## src/rtl/ga_dispatch_rob.sv

```systemverilog
// ga_dispatch_rob: hands core GA requests to idle units round-robin in the
// same cycle and returns unit results to the core strictly in request order
// through a small reorder buffer. A per-unit watchdog retires hung units with
// an error result so the core can never deadlock on a missing response.
module ga_dispatch_rob #(
    parameter int unsigned NumUnits      = 2,
    parameter int unsigned Depth         = 4,
    parameter int unsigned ReqWidth      = 96,
    parameter int unsigned RespWidth     = 32,
    parameter int unsigned TimeoutCycles = 1024
) (
    input  logic                          clk_i,
    input  logic                          rst_ni,
    input  logic                          core_req_valid_i,
    output logic                          core_req_ready_o,
    input  logic [ReqWidth-1:0]           core_req_i,
    output logic                          core_resp_valid_o,
    input  logic                          core_resp_ready_i,
    output logic [RespWidth-1:0]          core_resp_o,
    output logic                          core_resp_err_o,
    output logic [NumUnits-1:0]           unit_req_valid_o,
    input  logic [NumUnits-1:0]           unit_req_ready_i,
    output logic [ReqWidth-1:0]           unit_req_o,
    input  logic [NumUnits-1:0]           unit_resp_valid_i,
    input  logic [NumUnits*RespWidth-1:0] unit_resp_i,
    output logic [$clog2(Depth+1)-1:0]    outstanding_o,
    output logic                          timeout_o
);

    localparam int unsigned PtrW  = $clog2(Depth);
    localparam int unsigned CntW  = $clog2(Depth + 1);
    localparam int unsigned UnitW = (NumUnits > 1) ? $clog2(NumUnits) : 1;
    localparam int unsigned WdogW = (TimeoutCycles > 1) ? $clog2(TimeoutCycles) : 1;

    localparam logic [CntW-1:0]  DepthCnt = CntW'(Depth);
    // Last watchdog value before expiry; unused when the watchdog is disabled.
    localparam logic [WdogW-1:0] WdogLast = (TimeoutCycles > 0) ? WdogW'(TimeoutCycles - 1) : '0;

    // ROB bookkeeping
    logic [PtrW-1:0]      head_q;
    logic [PtrW-1:0]      tail_q;
    logic [CntW-1:0]      count_q;
    logic                 rob_done_q [Depth];
    logic                 rob_err_q  [Depth];
    logic [RespWidth-1:0] rob_res_q  [Depth];

    // Per-unit bookkeeping
    logic [UnitW-1:0]     rr_q;
    logic [NumUnits-1:0]  busy_q;
    logic [NumUnits-1:0]  drop_q;
    logic [PtrW-1:0]      slot_q [NumUnits];
    logic [WdogW-1:0]     wdog_q [NumUnits];
    logic                 timeout_q;

    logic [NumUnits-1:0]  eligible;
    logic [NumUnits-1:0]  comp;
    logic [NumUnits-1:0]  expire;
    logic [UnitW-1:0]     sel;
    logic                 avail;
    logic                 rob_full;
    logic                 alloc;
    logic                 retire;

    // Unit index (base + off) wrapped into 0..NumUnits-1; off < NumUnits.
    function automatic logic [UnitW-1:0] unit_wrap(input logic [UnitW-1:0] base,
                                                   input int unsigned      off);
        int unsigned s;
        s = 32'(base) + off;
        if (s >= NumUnits) s = s - NumUnits;
        return UnitW'(s);
    endfunction

    assign eligible = ~(busy_q | drop_q);
    assign rob_full = (count_q == DepthCnt);

    // Round-robin pick: first eligible unit at or after rr_q.
    always_comb begin
        sel   = rr_q;
        avail = 1'b0;
        for (int k = 0; k < NumUnits; k++) begin
            if (!avail && eligible[unit_wrap(rr_q, k)]) begin
                sel   = unit_wrap(rr_q, k);
                avail = 1'b1;
            end
        end
    end

    // One-hot issue valid; never depends on the unit's ready.
    always_comb begin
        unit_req_valid_o = '0;
        if (core_req_valid_i && avail && !rob_full) unit_req_valid_o[sel] = 1'b1;
    end

    assign core_req_ready_o  = avail && !rob_full && unit_req_ready_i[sel];
    assign alloc             = core_req_valid_i && core_req_ready_o;
    assign unit_req_o        = core_req_i;

    assign core_resp_valid_o = (count_q != '0) && rob_done_q[head_q];
    assign core_resp_o       = rob_res_q[head_q];
    assign core_resp_err_o   = rob_err_q[head_q];
    assign retire            = core_resp_valid_o && core_resp_ready_i;

    assign outstanding_o     = count_q;
    assign timeout_o         = timeout_q;

    // Per-unit completion and expiry; a response in the expiry cycle wins.
    always_comb begin
        comp   = '0;
        expire = '0;
        for (int u = 0; u < NumUnits; u++) begin
            comp[u]   = busy_q[u] && unit_resp_valid_i[u];
            expire[u] = (TimeoutCycles != 0) && busy_q[u] && !unit_resp_valid_i[u] &&
                        (wdog_q[u] == WdogLast);
        end
    end

    // ROB pointers, occupancy and round-robin pointer.
    always_ff @(posedge clk_i or negedge rst_ni) begin
        if (!rst_ni) begin
            head_q  <= '0;
            tail_q  <= '0;
            count_q <= '0;
            rr_q    <= '0;
        end else begin
            if (alloc) begin
                tail_q <= tail_q + PtrW'(1);
                rr_q   <= unit_wrap(sel, 1);
            end
            if (retire) head_q <= head_q + PtrW'(1);
            if (alloc && !retire)      count_q <= count_q + CntW'(1);
            else if (!alloc && retire) count_q <= count_q - CntW'(1);
        end
    end

    // Per-unit busy/drop/slot/watchdog and the sticky timeout flag.
    always_ff @(posedge clk_i or negedge rst_ni) begin
        if (!rst_ni) begin
            busy_q    <= '0;
            drop_q    <= '0;
            timeout_q <= 1'b0;
            for (int u = 0; u < NumUnits; u++) begin
                slot_q[u] <= '0;
                wdog_q[u] <= '0;
            end
        end else begin
            if (|expire) timeout_q <= 1'b1;
            for (int u = 0; u < NumUnits; u++) begin
                if (alloc && (sel == UnitW'(u))) begin
                    busy_q[u] <= 1'b1;
                    slot_q[u] <= tail_q;
                    wdog_q[u] <= '0;
                end else if (busy_q[u]) begin
                    if (comp[u]) begin
                        busy_q[u] <= 1'b0;
                    end else if (expire[u]) begin
                        busy_q[u] <= 1'b0;
                        drop_q[u] <= 1'b1;
                    end else begin
                        wdog_q[u] <= wdog_q[u] + WdogW'(1);
                    end
                end else if (drop_q[u] && unit_resp_valid_i[u]) begin
                    // The late response of a timed-out operation is swallowed here.
                    drop_q[u] <= 1'b0;
                end
            end
        end
    end

    // ROB entry contents: cleared on allocation, filled on completion or expiry.
    always_ff @(posedge clk_i or negedge rst_ni) begin
        if (!rst_ni) begin
            for (int e = 0; e < Depth; e++) begin
                rob_done_q[e] <= 1'b0;
                rob_err_q[e]  <= 1'b0;
                rob_res_q[e]  <= '0;
            end
        end else begin
            if (alloc) rob_done_q[tail_q] <= 1'b0;
            for (int u = 0; u < NumUnits; u++) begin
                if (comp[u]) begin
                    rob_done_q[slot_q[u]] <= 1'b1;
                    rob_err_q[slot_q[u]]  <= 1'b0;
                    rob_res_q[slot_q[u]]  <= unit_resp_i[u*RespWidth +: RespWidth];
                end else if (expire[u]) begin
                    rob_done_q[slot_q[u]] <= 1'b1;
                    rob_err_q[slot_q[u]]  <= 1'b1;
                    rob_res_q[slot_q[u]]  <= '0;
                end
            end
        end
    end

endmodule

```

## config.mk

```make
export PLATFORM = sky130hd
export DESIGN_NAME = ga_dispatch_rob
export DESIGN_NICKNAME = d
export VERILOG_FILES = /design/src/rtl/ga_dispatch_rob.sv
export SDC_FILE = /design/constraint.sdc
export NUM_CORES = 1
export LEC_CHECK = 0
export BUFFER_PORTS_ARGS = -buffer_cell sky130_fd_sc_hd__buf_2
export CORE_MARGIN = 2
export CORE_UTILIZATION = 58
export CTS_CLUSTER_DIAMETER = 60
export CTS_CLUSTER_SIZE = 30
export DETAILED_ROUTE_END_ITERATION = 8
export GPL_TIMING_DRIVEN = 0
export PLACE_DENSITY_LB_ADDON = 0.12
export REMOVE_ABC_BUFFERS = 1
export SYNTH_ARGS = -nofsm -noshare
export SYNTH_HDL_FRONTEND = slang
export SYNTH_SLANG_ARGS = --single-unit
```

## constraint.sdc

```tcl
create_clock -name clk_i -period 5 [get_ports clk_i]
set_clock_uncertainty 0.05 [all_clocks]
set_input_delay 1.25 -clock clk_i [delete_from_list [all_inputs] [get_ports clk_i]]
set_output_delay 1.25 -clock clk_i [all_outputs]
set_load 0.03 [all_outputs]
```

# Word level (Yosys, flattened, before mapping)

Cells that the tools add are included.

Add/subtract/negate cells: 11
Order comparisons: 14
Equal/unequal tests: 11
Multiplexer cells: 76
Bitwise operators: 23
Reduce and logical (&&, ||, !) cells: 41

Operators by type and width:

| cell                                                                         | count |
|---|---|
| 128-bit two-way mux                                                          | 4 |
| 128-bit AND                                                                  | 2 |
| 128-bit bitwise mux                                                          | 2 |
| 128-bit NOT                                                                  | 2 |
| 32-bit demux with 2-bit select                                               | 2 |
| 32-bit two-way mux                                                           | 4 |
| 10-bit two-way mux                                                           | 8 |
| 32-bit binary-select mux with 2-bit select                                   | 1 |
| 1-bit two-way mux                                                            | 37 |
| 4-bit two-way mux                                                            | 9 |
| 1-bit logical AND                                                            | 24 |
| 10-bit by 1-bit adder with 10-bit output, second input constant              | 2 |
| 10-bit == test, second input constant                                        | 2 |
| 4-bit bitwise OR                                                             | 4 |
| 4-bit AND                                                                    | 3 |
| 3-bit greater-or-equal comparator, second input constant                     | 4 |
| 2-bit by 1-bit inequality test with 1-bit output, second input constant      | 6 |
| 2-bit NOT with 3-bit output                                                  | 4 |
| 4-bit NOT                                                                    | 3 |
| 2-bit nonzero test                                                           | 5 |
| 3-bit by 1-bit less-than comparator with 1-bit output, second input constant | 3 |
| 4-bit AND reduction                                                          | 2 |
| 1-bit demux with 2-bit select                                                | 3 |
| 1-bit logical NOT                                                            | 6 |
| 21 further kinds                                                             | 34 |

Bits in registers: 173
Input bits: 168
Output and inout port bits: 137
Logic and storage cells: 200

# Longest topological paths before layout

Depth after elaboration: 19
Depth in mapped cells: 10
Gate-level depth less buffers: 9

# Worst setup path before layout

No wires, ideal clock.

Path type: input to output
Start point: input core_req_valid_i
End point: output unit_req_valid_o[1]
Data arrival time: 2379 ps
Data required time: 3700 ps
Path slack: 1321 ps
Cell stages on the path: 2
Path buffers: 0
Cells stage by stage: nand2_2 nor4b_1

Cells in the longest elaborated chain, start to end: 3

RTL lines:

| what                            | RTL line | text |
|---|---|---|
| start: declaration              | 14       | `input logic core_req_valid_i,` |
| 1-bit logical AND (2 in series) | 91       | `if (core_req_valid_i && avail && !rob_full) unit_req_valid_o[sel] = 1'b1;` |
| 2-bit two-way mux               | 91       |  |
| end: declaration                | 21       | `output logic [NumUnits-1:0] unit_req_valid_o,` |

Every way passes these cells.

# Worst setup path after layout

Start point: register head_q[0]
End point: output core_resp_o[19]

Cells in the longest elaborated chain, start to end: 4

RTL lines:

| what                                                   | RTL line | text |
|---|---|---|
| start: declaration                                     | 40       | `logic [PtrW-1:0] head_q;` |
| start signal: assignment                               | 129      | `if (retire) head_q <= head_q + PtrW'(1);` |
| 2-bit NOT with 3-bit output (implied by the code)      | 99       | `assign core_resp_o = rob_res_q[head_q];` |
| 32-bit binary-select mux with 2-bit select             | 99       |  |
| 32-bit two-way mux (implied by the code) (2 in series) | 99       |  |
| end: declaration                                       | 19       | `output logic [RespWidth-1:0] core_resp_o,` |

Every way passes these cells. The select of a mux whose other input is x is not followed.

==> flow_summary.ini <==
[status]
status = completed

[pwr]
p_sw_mw = 3.04
p_total_mw = 7.36
swShare = 0.413
power_frac_seq = 0.334
power_density_nw_per_um2 = 620
power_leakage_nw = 4.83
ir_worst_vdd_mv = 0.441
clkPwrFrac = 0.200
p_int_mw = 4.32
power_frac_comb = 0.467

[worst_setup_path]
r2r_setup_slack_ns = 1.58
rr_endpoint = rob_res_q[64]$_DFF_PN0_
criticalPathCategory = reg -> out
worstSetupStartpoint = head_q[0]$_DFFE_PN0P_
path_max_fanout = 22
endpoint_kind = output port
r2r_start = busy_q[0]$_DFF_PN0_
reg2reg_depth = 5
cp.arrival_ns = 2.23
crit_path_start_kind = flip-flop
cp_slowest_cell = dfrtp_2
worstPathRequired_ns = 3.70
slowest_delay_ns = 0.70
crit_path_cell_trace = buf_12, mux4_2, buf_2

[timing]
final.setup.tns_ns = 0
max-slew-margin-rel = 0.258
period_share = 0.705
setup_slack_ns = 1.47
hold_violations = 0
rsz0062_at_grt = no
report.final.slew_viol_count = 0
finalSetupViolations = 0
fmax_mhz = 284
fin_crit_ns = 3.53
tightest_slew_ns = 1.11

[clocking]
clock-sinks = 173
cts_resized = 0
cts_max_path_buffers = 2
numCtsBuffers = 17
path_clk_slew_ns = 0.07
worstSkewPairLatency_ns = 0.44
ctsHoldBuffers = 0
post-cts-setup-buffers = 0
cts_tree = yes
cts_max_level = 4
root_buffer = clkbuf_16

[route]
avgViaCountPerCell = 7.16
post_drt_wl_per_cell_um = 31.6
drtIter0Drc = 1599
vias = 9993
drt_pass1_iterations = 6
drc_errors = 0
finalWirelength_um = 44100
ant_nets = 0

[flow_run]
maxCapViolations = 0

[min_path]
worstHoldStart = timeout_o$_DFFE_PN0P_
min_path_type = reg -> reg
hold_end = timeout_o$_DFFE_PN0P_
holdPathStages = 1

[place]
hpwl_um = 29700
place_inst = 1362
io_buffers = 112
place_congestion = 0.854
dpl_cell_area_um2 = 11200
pre_cts_ws_ns = 1.24

[grt]
track_usage = 0.444
grt.overflow.total = 0
grt_pass1_vias = 9073
grt_max_degree = 118
grt_pass1_wl_um = 63700
antenna_found_initial = 4

[yosys]
synth_area_um2 = 10900
seq_area_frac_synth = 0.398
ys_seq_elements = 173
synth_warnings = 0
async_flop_share = 1.00
syn_avg_cell_area_um2 = 9.18
synth_edf_count = 0
netlist_instances = 1184
synth_ff_type = dfrtp_1
ys_types = 62

[floorplanning]
die_w_um = 141
core_area_um2 = 18500
dieArea_um2 = 19800
die_y_um = 141
pin_count = 305
start_util = 0.587
row_count = 50

[cells_and_area]
nets = 1323
syn_to_final_growth_pct = 9.27
fin_area_um2 = 11900
fillers = 1518
drive_gt1_frac = 0.196
layout.cells.non_filler = 1396
## worst max-delay path by stage
stage                                          end  cells past startpoint
after floorplan           rob_res_q[100]$_DFF_PN0_                      4
after global placement    rob_res_q[122]$_DFF_PN0_                      5
after detailed placement  rob_res_q[121]$_DFF_PN0_                      8
after CTS                          core_resp_o[19]                      3
after global routing                core_resp_o[5]                      3
final                              core_resp_o[19]                      3
## flip-flops by register name (all words and copies together), names as in the netlist, 2 cells and up
| register | flops |
|---|---|
| busy_q | 2 |
| slot_q | 4 |
| rob_done_q | 4 |
| tail_q | 2 |
| rob_err_q | 4 |
| outstanding_o | 3 |
| wdog_q | 20 |
| drop_q | 2 |
| head_q | 2 |
| rob_res_q | 128 |
## through the flow
step	hold slack [ns]	util
after CTS	0.421	0.641
after global placement	0.399	0.570
after floorplan	0.404	-
final	0.417	0.641
after global routing	0.458	0.641
after detailed placement	0.405	0.607
## cells in the mapped netlist, types with 3 or more instances
library cell  count  area share
dfrtp_1         173        0.40
nor2_1          151       0.052
nand2_1         144       0.050
buf_4           100       0.069
o21ai_0          82       0.038
a221oi_1         64       0.052
a22oi_1          63       0.044
clkbuf_1         56       0.019
mux2i_1          41       0.038
a31oi_1          38       0.022
mux4_2           33       0.068
a22o_1           32       0.026
o21ai_1          32       0.015
buf_2            26       0.012
a21oi_1          13      0.0060
nand3_1          12      0.0055
buf_1             9      0.0031
inv_1             8      0.0028
ha_1              7      0.0081
nor3_1            6      0.0028
xor2_1            6      0.0048
nand2b_1          5      0.0029
nand4_1           5      0.0029
or3_1             5      0.0029
xnor2_1           5      0.0040
nor2b_1           4      0.0023
and2_1            3      0.0017
and3_1            3      0.0017
and4_1            3      0.0024
buf_6             3      0.0031
nand4b_1          3      0.0024
o211ai_1          3      0.0021
o31ai_1           3      0.0021
or2_2             3      0.0017
or4_1             3      0.0021
## per-layer routing
layer | share of wire | vias to the layer above | GRT usage | wire length (µm)
met5 | 0.0062 | - | 0.103 | 274
met4 | 0.042 | 10 | 0.159 | 1850
met2 | 0.41 | 735 | 0.607 | 18200
li1 | - | 4180 | - | -
met1 | 0.36 | 4962 | 0.552 | 15800
met3 | 0.18 | 106 | 0.296 | 7940
## cell usage in the layout (no fill, tap or decap), types with 4 or more instances in the layout
| cell type | n |
|---|---|
| dfrtp_1 | 171 |
| nor2_1 | 148 |
| nand2_1 | 143 |
| buf_2 | 111 |
| o21ai_0 | 82 |
| a221oi_1 | 64 |
| a22oi_1 | 63 |
| mux2i_1 | 41 |
| a31oi_1 | 37 |
| mux4_2 | 33 |
| a22o_1 | 32 |
| o21ai_1 | 30 |
| clkbuf_16 | 17 |
| a21oi_1 | 12 |
| nand3_1 | 11 |
| buf_16 | 11 |
| inv_1 | 8 |
| ha_1 | 7 |
| buf_8 | 7 |
| xor2_1 | 6 |
| buf_6 | 6 |
| nand4_1 | 5 |
| or3_1 | 5 |
| nor3_1 | 5 |
| xnor2_1 | 5 |
| bufinv_16 | 5 |
| buf_12 | 5 |
| nand2b_1 | 4 |
| nor2b_1 | 4 |
| clkbuf_1 | 4 |
## cell type report
cell class	count	area, µm²	share of cell area
diodes	3	7.51	0.000632
clock buffers	21	440	0.0371
clock inverters	10	190	0.0160
inverters	8	30.0	0.00253
multi-input cells	807	5450	0.459
flip-flops and latches	173	4330	0.365
well taps	234	293	0.0247
repair buffers	140	1130	0.0953
## critical path, delay by kind of cell, from the launching register on
| kind | cells | cell delay [ns] |
|---|---|---|
| flops | 1 | 0.70 |
| mux | 1 | 0.57 |
| buf+inv | 2 | 0.51 |
## power groups by stage
stage	combinational, mW	clock [mW]	sequential (mW)
final	3.43	1.47	2.46
after global routing	3.68	1.52	2.52
after CTS	3.41	1.47	2.43
after detailed placement	3.39	0	2.45
after global placement	3.13	0	2.54
after floorplan	2.36	0	2.38
## kinds of logic after synthesis
group | Yosys count | synth area share
AOI/OAI and AO/OA | 346 | 0.218
DFF | 173 | 0.398
and+or+nand+nor | 365 | 0.145
buffers and inverters | 204 | 0.110
xor gates and xnor gates | 11 | 0.00887
adders and majority gates | 8 | 0.00990
muxes | 77 | 0.109
Note: power is estimated with default switching activity, not from simulation.
